[src/rtl/gate_recv.sv]
// gate_recv: receive-side route-capability gate.
// A host-programmed table holds one capability byte per UL destination. A packet
// is forwarded through a single output register stage only if its header route
// byte equals the valid table entry for its destination; otherwise every beat of
// the packet is consumed and discarded. Pass and drop counts saturate at 16'hFFFF.
module gate_recv #(
  parameter int unsigned N_DESTS = 4,
  parameter int unsigned DATA_W  = 64
) (
  input  logic              aclk,
  input  logic              areset,
  input  logic [7:0]        host_route_cap_in,
  input  logic              host_route_cap_valid,
  input  logic              s_tvalid,
  output logic              s_tready,
  input  logic [DATA_W-1:0] s_tdata,
  input  logic              s_tlast,
  output logic              m_tvalid,
  input  logic              m_tready,
  output logic [DATA_W-1:0] m_tdata,
  output logic              m_tlast,
  output logic [1:0]        ul_port_out,
  output logic [15:0]       pass_cnt_out,
  output logic [15:0]       drop_cnt_out
);

  typedef enum logic [1:0] {
    ST_IDLE,
    ST_PASS,
    ST_DROP
  } state_e;

  state_e              state_q, state_d;
  logic [7:0]          cap_q [N_DESTS];
  logic [7:0]          cap_d [N_DESTS];
  logic [N_DESTS-1:0]  cap_vld_q, cap_vld_d;
  logic                m_tvalid_q, m_tvalid_d;
  logic [DATA_W-1:0]   m_tdata_q, m_tdata_d;
  logic                m_tlast_q, m_tlast_d;
  logic [1:0]          ul_port_q, ul_port_d;
  logic [15:0]         pass_cnt_q, pass_cnt_d;
  logic [15:0]         drop_cnt_q, drop_cnt_d;

  logic [7:0]          rb;
  logic                hit;
  logic                accept;
  logic                load;

  assign rb = s_tdata[7:0];

  // Route match: entries beyond N_DESTS never match since no loop index reaches them
  always_comb begin
    hit = 1'b0;
    for (int unsigned i = 0; i < N_DESTS; i++) begin
      if ((rb[1:0] == 2'(i)) && cap_vld_q[i] && (cap_q[i] == rb)) begin
        hit = 1'b1;
      end
    end
  end

  // Table write: takes effect next cycle, so a same-cycle header sees the old entry
  always_comb begin
    cap_d     = cap_q;
    cap_vld_d = cap_vld_q;
    if (host_route_cap_valid) begin
      for (int unsigned i = 0; i < N_DESTS; i++) begin
        if (host_route_cap_in[1:0] == 2'(i)) begin
          cap_d[i]     = host_route_cap_in;
          cap_vld_d[i] = 1'b1;
        end
      end
    end
  end

  // Ready: drop beats are consumed freely, others need a free output register
  always_comb begin
    s_tready = (state_q == ST_DROP) || !m_tvalid_q || m_tready;
  end

  // Packet FSM, output register load and saturating counters
  always_comb begin
    accept     = s_tvalid && s_tready;
    load       = 1'b0;
    state_d    = state_q;
    m_tvalid_d = m_tvalid_q && !m_tready;
    m_tdata_d  = m_tdata_q;
    m_tlast_d  = m_tlast_q;
    ul_port_d  = ul_port_q;
    pass_cnt_d = pass_cnt_q;
    drop_cnt_d = drop_cnt_q;

    case (state_q)
      ST_IDLE: begin
        if (accept) begin
          if (hit) begin
            load      = 1'b1;
            ul_port_d = rb[1:0];
            if (pass_cnt_q != '1) pass_cnt_d = pass_cnt_q + 16'd1;
            state_d   = s_tlast ? ST_IDLE : ST_PASS;
          end else begin
            if (drop_cnt_q != '1) drop_cnt_d = drop_cnt_q + 16'd1;
            state_d   = s_tlast ? ST_IDLE : ST_DROP;
          end
        end
      end
      ST_PASS: begin
        if (accept) begin
          load = 1'b1;
          if (s_tlast) state_d = ST_IDLE;
        end
      end
      ST_DROP: begin
        if (accept && s_tlast) state_d = ST_IDLE;
      end
      default: state_d = ST_IDLE;
    endcase

    if (load) begin
      m_tvalid_d = 1'b1;
      m_tdata_d  = s_tdata;
      m_tlast_d  = s_tlast;
    end
  end

  // State, table and output registers
  always_ff @(posedge aclk or posedge areset) begin
    if (areset) begin
      state_q    <= ST_IDLE;
      cap_vld_q  <= '0;
      m_tvalid_q <= 1'b0;
      m_tdata_q  <= '0;
      m_tlast_q  <= 1'b0;
      ul_port_q  <= '0;
      pass_cnt_q <= '0;
      drop_cnt_q <= '0;
      for (int unsigned i = 0; i < N_DESTS; i++) cap_q[i] <= '0;
    end else begin
      state_q    <= state_d;
      cap_vld_q  <= cap_vld_d;
      m_tvalid_q <= m_tvalid_d;
      m_tdata_q  <= m_tdata_d;
      m_tlast_q  <= m_tlast_d;
      ul_port_q  <= ul_port_d;
      pass_cnt_q <= pass_cnt_d;
      drop_cnt_q <= drop_cnt_d;
      for (int unsigned i = 0; i < N_DESTS; i++) cap_q[i] <= cap_d[i];
    end
  end

  assign m_tvalid     = m_tvalid_q;
  assign m_tdata      = m_tdata_q;
  assign m_tlast      = m_tlast_q;
  assign ul_port_out  = ul_port_q;
  assign pass_cnt_out = pass_cnt_q;
  assign drop_cnt_out = drop_cnt_q;

endmodule

[config.mk]
export PLATFORM = sky130hd
export DESIGN_NAME = gate_recv
export DESIGN_NICKNAME = d
export VERILOG_FILES = /design/src/rtl/gate_recv.sv
export SDC_FILE = /design/constraint.sdc
export NUM_CORES = 1
export LEC_CHECK = 0
export ABC_AREA = 1
export CORE_ASPECT_RATIO = 0.8
export CORE_MARGIN = 10
export CORE_UTILIZATION = 51
export CTS_BUF_LIST = sky130_fd_sc_hd__clkbuf_8
export DETAILED_ROUTE_END_ITERATION = 8
export GPL_ROUTABILITY_DRIVEN = 0
export PLACE_DENSITY = 0.92
export SETUP_SLACK_MARGIN = 0.15
export SYNTH_ARGS = -nofsm -noshare
export SYNTH_HDL_FRONTEND = slang
export SYNTH_SLANG_ARGS = --single-unit
[constraint.sdc]
create_clock -name aclk -period 6 [get_ports aclk]
set_input_delay 1.2 -clock aclk [delete_from_list [all_inputs] [get_ports aclk]]
set_output_delay 1.2 -clock aclk [all_outputs]
set_load 0.05 [all_outputs]
* Word-level counts from Yosys, hierarchy flattened
Cells that the tools add are included.
** Storage, ports and cells
- Input bits :: 78
- Register bits :: 138
- Output and inout port bits :: 101
- Logic and storage cells :: 79
** Operators by class
- Equality and inequality tests :: 18
- Multiplexer cells :: 17
- Add/sub/neg operators :: 2
- Reductions and logical operators :: 26
- Bitwise operators :: 1
** Operators with widths (number)
- 16-bit by 1-bit adder with 16-bit output, second input constant :: 2
- 8-bit equality test :: 4
- 16-bit != test, second input constant :: 2
- 2-bit 2-to-1 mux :: 6
- 4-bit AND reduction :: 3
- 1-bit logical AND :: 11
- 2-bit equality test, second input constant :: 5
- 1-bit 2-to-1 mux :: 9
- 2-bit AND reduction :: 4
- 2-bit by 1-bit equality test with 1-bit output, second input constant :: 3
- 2-bit zero test :: 3
- 2-bit != test, second input constant :: 3
- 2-bit case mux with 3 select lines :: 1
- 3-bit AND reduction :: 1
- 1-bit zero test :: 2
- 1-bit logical OR :: 2
- 2-bit by 1-bit != test with 1-bit output, second input constant :: 1
- 1-bit case mux with 2 select lines :: 1
- 1-bit inverter :: 1

* Longest topological paths before layout
Gate-level depths: netlist (run 1).
- Word-level depth :: 11
- Depth in mapped cells :: 15
- Gate-level depth less buffers :: 13

* Worst setup path after synthesis (run 1)
Ideal clock, no wire load.
- Path kind :: in2out
- Start :: input m_tready
- End :: output s_tready
- Path buffers :: 0
- Data required time :: 4.800 ns
- Stages on the path :: 2
- Path slack :: 3.276 ns
- Data arrival time :: 1.524 ns
- Path through :: inv_1 > nand3_2
** Between the ends
- Cells in the longest elaborated chain, start to end :: 1
** RTL lines
- start, declared :: RTL line 19 : input logic m_tready,
- 1-bit logical OR :: RTL line 77 : s_tready = (state_q == ST_DROP) || !m_tvalid_q || m_tready;
- end, declared :: RTL line 15 : output logic s_tready,
Every way passes these cells.

* Worst setup path after layout (run 1)
Ends and elaborated chain as after synthesis.

==> results.py, run 1 <==
metrics = {
    "status": {
        "outcome": "complete, no violations",
    },
    "detailed_routing": {
        "ant_nets": 0,
        "drt_iter0_drc": 348,
        "wl_um": 19000,
        "vias": 6215,
        "wire_per_inst_um": 15.3,
        "drc_errors": 0,
        "viasPerCell": 5.00,
        "firstDrtPassIters": 5,
    },
    "logic_synthesis": {
        "synth_cells": 879,
        "syn_avg_cell_area_um2": 8.21,
        "synth_fp_nets": 959,
        "synth-seq-cells": 138,
        "ys_warn_count": 0,
        "syn-cell-area_um2": 7220,
        "synth_cell_types": 38,
        "synth_seq_area_share": 0.479,
    },
    "power_and_ir_drop": {
        "power.share.switching": 0.426,
        "max-vdd-ir-drop_mv": 0.332,
        "pwr-share-comb": 0.416,
        "power_density_nw_per_um2": 377,
        "internal_power_uw": 2040,
        "p_switching_uw": 1520,
        "seqPwrFrac": 0.358,
        "pwr-share-clk": 0.226,
        "p_leak_uw": 0.00453,
    },
    "min_path": {
        "hold_path_class": "register to register",
        "hp-start": "m_tdata[25]",
        "min_path_cells": 2,
        "min_to": "m_tdata[25]",
    },
    "setup_path": {
        "critPathSlowestCell": "clkdlybuf4s50_1",
        "rrSetupSlack_ps": 3590,
        "required_ps": 4800,
        "r2r_end": "drop_cnt_out[14]",
        "worst_path_largest_cell_delay_ps": 800,
        "critical_path.top_delay_family": "buffers and inverters",
        "cpMostUsedCell": "clkdlybuf4s50_1",
        "r2r-start": "state_q[0]",
        "path_class": "input pin to output pin",
        "endpoint_kind": "output pin",
        "r2r_cells": 12,
        "critPathArrivalTime_ps": 2600,
        "crit_path_start_kind": "input pin",
        "cp_num_buf_inv": 3,
        "critical_path.cell_chain": "clkdlybuf4s50_1, inv_1, nand3_2, clkdlybuf4s50_1",
        "worstPathMaxFanout": 2,
    },
    "global_routing": {
        "grt_use_total": 0.194,
        "antenna_found_initial": 0,
        "grt_pass1_vias": 5996,
        "grt_first_pass_wirelength_um": 30800,
        "grt_max_degree": 86,
        "grt_overflow": 0,
    },
    "timing": {
        "rsz0062_at_grt": "no",
        "timing.fmax_ghz": 0.263,
        "fin_skew_ps": 13.6,
        "fin_crit_sh": 0.634,
        "whs_ps": 485,
        "tightest_slew_ps": 883,
        "finalHoldViolations": 0,
        "relSlewSlack": 0.408,
        "setup_violations": 0,
        "post-route-min-period_ps": 3800,
        "tns_ps": 0,
        "drv_slew": 0,
    },
    "floorplanning": {
        "rows": 38,
        "coreArea_um2": 13700,
        "die_area_um2": 19300,
        "start_util": 0.527,
        "die_h_um": 126,
        "fp.dieW_um": 153,
        "io_pins": 179,
    },
    "clock_tree": {
        "clk_latency_ps": 440,
        "cts_tree": "done",
        "clockBufferDepth": 2,
        "cts.repair.resized": 0,
        "cts_root_buffer": "clkbuf_8",
        "cts_hold_buf": 0,
        "htree_num_levels": 4,
        "numCtsBuffers": 17,
        "cts.sinks": 138,
        "cts_setup_buffers": 0,
        "path_clk_slew_ps": 80,
    },
    "final_layout": {
        "n_antenna_cell": 0,
        "fin_cells": 1243,
        "areaGrowthSynthToFinish_pct": 30.6,
        "fillCellCount": 1067,
        "drive_above_1_share": 0.123,
        "fin_nets": 1130,
        "stdcell_area_um2": 9430,
    },
    "flow_run": {
        "drv_cap": 0,
    },
    "placed_design": {
        "place_area_um2": 9000,
        "hpwl_um": 14600,
        "io_buffers": 178,
        "dp.cells": 1211,
    },
}
layout by cell type, fill, tap and decap left out, types with 4 or more instances in the layout:
| master | instances |
|---|---|
| clkbuf_8 | 17 |
| clkdlybuf4s50_1 | 178 |
| clkinv_4 | 6 |
| dfrtp_1 | 138 |
| inv_1 | 141 |
| inv_2 | 5 |
| inv_6 | 4 |
| nand2_1 | 242 |
| nand2_2 | 26 |
| nand3_1 | 25 |
| nand4_1 | 31 |
| nor2_1 | 55 |
| nor3_1 | 13 |
| nor4_1 | 5 |
| o21ai_0 | 30 |
| o21ai_1 | 27 |
| o21ai_2 | 49 |
| xnor2_1 | 18 |
| xor2_1 | 19 |
worst max path at each step:
stage	start	end	slack (ps)	depth (start not counted)
2_1_floorplan	areset	cap_q[0]	1100	1
3_3_place_gp	m_tready	s_tready	2210	4
3_5_place_dp	s_tdata[3]	m_tdata[40]	2190	14
4_1_cts	m_tready	s_tready	2190	4
5_1_grt	m_tready	s_tready	2170	4
6_report	m_tready	s_tready	2200	4
power groups by stage:
stage,combinational [µW],sequential [µW],clock [µW]
floorplan,392,1860,0
global placement,1460,1280,0
detailed placement,1490,1290,0
CTS,1490,1270,821
global route,1580,1300,862
finish,1480,1270,803
synthesized netlist by cell type:
cell | count | area, µm²
a21oi_1 | 1 | 5.00
a31oi_1 | 2 | 12.5
and2_1 | 1 | 6.26
buf_12 | 2 | 40.0
buf_2 | 6 | 30.0
buf_4 | 3 | 22.5
buf_6 | 9 | 101
buf_8 | 4 | 60.1
clkbuf_1 | 5 | 18.8
clkbuf_2 | 1 | 5.00
clkinv_1 | 1 | 3.75
clkinv_2 | 1 | 5.00
dfrtp_1 | 138 | 3450
ha_1 | 2 | 25.0
inv_1 | 141 | 529
inv_2 | 5 | 18.8
inv_4 | 1 | 6.26
nand2_1 | 242 | 908
nand2_2 | 26 | 163
nand3_1 | 25 | 125
nand3_2 | 2 | 20.0
nand4_1 | 31 | 194
nor2_1 | 55 | 206
nor2_2 | 3 | 18.8
nor2_4 | 2 | 22.5
nor3_1 | 14 | 70.1
nor3_2 | 1 | 10.0
nor4_1 | 5 | 31.3
o21a_1 | 1 | 7.51
o21ai_0 | 30 | 150
o21ai_1 | 27 | 135
o21ai_2 | 49 | 429
o21ai_4 | 1 | 16.3
o22ai_1 | 2 | 12.5
or2_2 | 2 | 12.5
xnor2_1 | 18 | 158
xor2_1 | 19 | 166
xor2_2 | 1 | 16.3
area by class of cell:
| type | count | area [µm²] | share of cell area |
|---|---|---|---|
| sequential | 138 | 3450 | 0.366 |
| multi-input combinational | 562 | 2930 | 0.311 |
| timing repair buffer | 182 | 1820 | 0.194 |
| inverter | 149 | 568 | 0.0603 |
| clock buffer | 17 | 234 | 0.0248 |
| tap | 180 | 225 | 0.0239 |
| clock inverter | 15 | 194 | 0.0206 |
registers in the layout, indices dropped and copies added (netlist names):
signal and cells:
cap_q 32, cap_vld_q 4, drop_cnt_out 16, m_tdata 64, m_tlast 1, m_tvalid 1
pass_cnt_out 16, state_q 2, ul_port_out 2
kinds of logic (layout without fill, tap and decap cells):
kind of cell               count (synthesis)  count (layout)  share of synthesized area
and+or+nand+nor                          409             409                      0.248
buffers and inverters                    179             363                      0.117
DFF                                      138             138                      0.479
AOI/OAI and AO/OA                        113             113                      0.106
xor gates and xnor gates                  38              38                     0.0472
adders and majority gates                  2               2                    0.00347
worst reg2reg max path, cell delays in order (launching register included):
cell      delay [ps]
dfrtp_1          430
inv_1            150
nand2_1          100
nand3_2           80
nand2_1          100
nor2_2           190
nand2_2          130
clkinv_2         140
o21ai_2           90
nor2_4           470
inv_1            260
nand2_1          110
o21ai_1           60
routing by layer:
metal  GRT usage  share of wire  vias up  routed length, µm
li1            -              -     3089                  -
met1       0.245           0.44     2872               8380
met2       0.315           0.47      237               8870
met3      0.0702          0.085       17               1610
met4      0.0398         0.0078        0                148
met5           0              0        -                  0
metrics by stage:
step | setup WS, ps | util | power (µW)
floorplan | 1100 | - | 2250
global placement | 2210 | 0.657 | 2740
detailed placement | 2190 | 0.657 | 2780
CTS | 2190 | 0.688 | 3590
global route | 2170 | 0.688 | 3740
finish | 2200 | 0.688 | 3560
No activity file was read; power rests on OpenSTA's default activity.
==> inputs of run 2 (changes only) <==
CORE_UTILIZATION = 46   (was 51)
PLACE_DENSITY = 0.88   (was 0.92)
clock period = 3.4 ns   (was 6 ns; I/O delays follow)
==> run 2 against run 1 <==
Against the previous run: clock skew is 1.7 ps lower; utilization is 6.0 points lower; routed wire length is 7.1% higher; setup slack worse by 1600 ps; cell area is 1.5% higher; via count is 3.6% higher; sequential power is 77% higher; register-to-register slack worse by 2600 ps; sequential share of layout area is 0.54 points lower; first-iteration DRC count is 41% higher; non-clock buffer count is 11 higher; critical path depth stayed put.
==> results.py, run 2 (synthesis gave the netlist of run 1 again) <==
metrics = {
    "flow_run": {
        "drv_cap": 0,
    },
    "global_routing": {
        "grt_overflow": 0,
        "grt_use_total": 0.191,
        "grt_max_degree": 48,
        "grt_first_pass_wirelength_um": 32800,
        "grt_pass1_vias": 6305,
        "antenna_found_initial": 0,
    },
    "detailed_routing": {
        "vias": 6438,
        "ant_nets": 0,
        "firstDrtPassIters": 5,
        "drc_errors": 0,
        "wl_um": 20400,
        "drt_iter0_drc": 490,
        "wire_per_inst_um": 15.8,
        "viasPerCell": 5.01,
    },
    "final_layout": {
        "stdcell_area_um2": 9570,
        "fin_cells": 1284,
        "largest_reg_flops": 64,
        "fin_nets": 1141,
        "drive_above_1_share": 0.130,
        "n_antenna_cell": 0,
        "final_cell_mix": "nand2_1, clkdlybuf4s50_1, inv_1",
        "layout_commonest_cell": "nand2_1",
        "areaGrowthSynthToFinish_pct": 32.6,
    },
    "timing": {
        "fin_crit_sh": 0.816,
        "tns_ps": 0,
        "finalHoldViolations": 0,
        "tightest_slew_ps": 640,
        "timing.fmax_ghz": 0.361,
        "relSlewSlack": 0.572,
        "setup_violations": 0,
        "fin_skew_ps": 11.9,
        "rsz0062_at_grt": "no",
        "drv_slew": 0,
        "post-route-min-period_ps": 2770,
    },
    "clock_tree": {
        "cts_setup_buffers": 0,
        "clockBufferDepth": 2,
        "clk_latency_ps": 450,
        "cts.sinks": 138,
        "path_clk_slew_ps": 70,
        "numCtsBuffers": 17,
        "cts.repair.resized": 0,
        "cts_tree": "done",
        "htree_num_levels": 4,
        "cts_hold_buf": 0,
        "cts_root_buffer": "clkbuf_8",
    },
    "setup_path": {
        "crit_path_start_kind": "input pin",
        "endpoint_kind": "output pin",
        "critPathArrivalTime_ps": 2090,
        "path_class": "input pin to output pin",
        "required_ps": 2720,
        "worstPathMaxFanout": 2,
    },
    "floorplanning": {
        "die_area_um2": 21100,
        "rows": 40,
        "fp.dieW_um": 160,
        "start_util": 0.474,
        "io_pins": 179,
        "coreArea_um2": 15200,
        "die_h_um": 132,
    },
    "placed_design": {
        "io_buffers": 178,
        "place_area_um2": 9160,
        "dp.cells": 1252,
        "hpwl_um": 15900,
    },
    "power_and_ir_drop": {
        "power_density_nw_per_um2": 656,
        "p_leak_uw": 0.00459,
        "max-vdd-ir-drop_mv": 0.587,
    },
    "status": {
        "outcome": "complete, no violations",
    },
    "min_path": {
        "hold_path_class": "register to register",
    },
}
run 2: cell count changes in the layout (fill, tap and decap cells not counted), sizes merged:
cell | previous run | this run
buf | 4 | 15
clkbuf | 17 | 18
clkinvlp | 0 | 2
inv | 151 | 148
run 2: power breakdown:
group	leakage [µW]	switching, µW	internal (µW)
logic	0.00256	1750	889
registers	0.00181	268	1980
clock network	0.000215	644	735
run 2: cell type report:
type | count | area (µm²)
fillers | 1272 | 5650
clock buffers | 18 | 248
repair buffers | 193 | 1960
flip-flops and latches | 138 | 3450
multi-input cells | 562 | 2920
clock inverters | 14 | 156
inverters | 149 | 567
well taps | 210 | 263
run 2: metal layers:
| metal | global-route usage | part of all wire | vias to the layer above |
|---|---|---|---|
| met5 | 0 | 0 | - |
| met4 | 0.0677 | 0.020 | 0 |
| met3 | 0.0602 | 0.091 | 32 |
| met2 | 0.300 | 0.45 | 265 |
| met1 | 0.243 | 0.44 | 3037 |
| li1 | - | - | 3104 |
run 2: worst max-delay path, cell delays in order:
cell and delay (ps):
clkdlybuf4s50_1 460, inv_1 60, nand3_2 90, clkdlybuf4s50_1 810
run 2: per-stage QoR:
stage | utilization | hold WS [ps] | worst slack, ps | total power (µW)
floorplan | - | 434 | 999 | 3970
global placement | 0.602 | 452 | 379 | 4870
detailed placement | 0.602 | 469 | 274 | 4940
CTS | 0.629 | 488 | 616 | 6330
global route | 0.629 | 508 | 497 | 6590
finish | 0.629 | 484 | 627 | 6270
run 2: final timing paths:
kind	cells past startpoint	start	endpoint	slack, ps
worst min-delay path	2	cap_q[9]	cap_q[9]	480
worst max-delay path	4	m_tready	s_tready	630
worst max register to register	9	pass_cnt_out[0]	pass_cnt_out[12]	1040
min in group asynchronous	2	areset	m_tdata[19]	630
worst min register to register	2	cap_q[9]	cap_q[9]	480
max in group asynchronous	3	areset	m_tdata[1]	2070
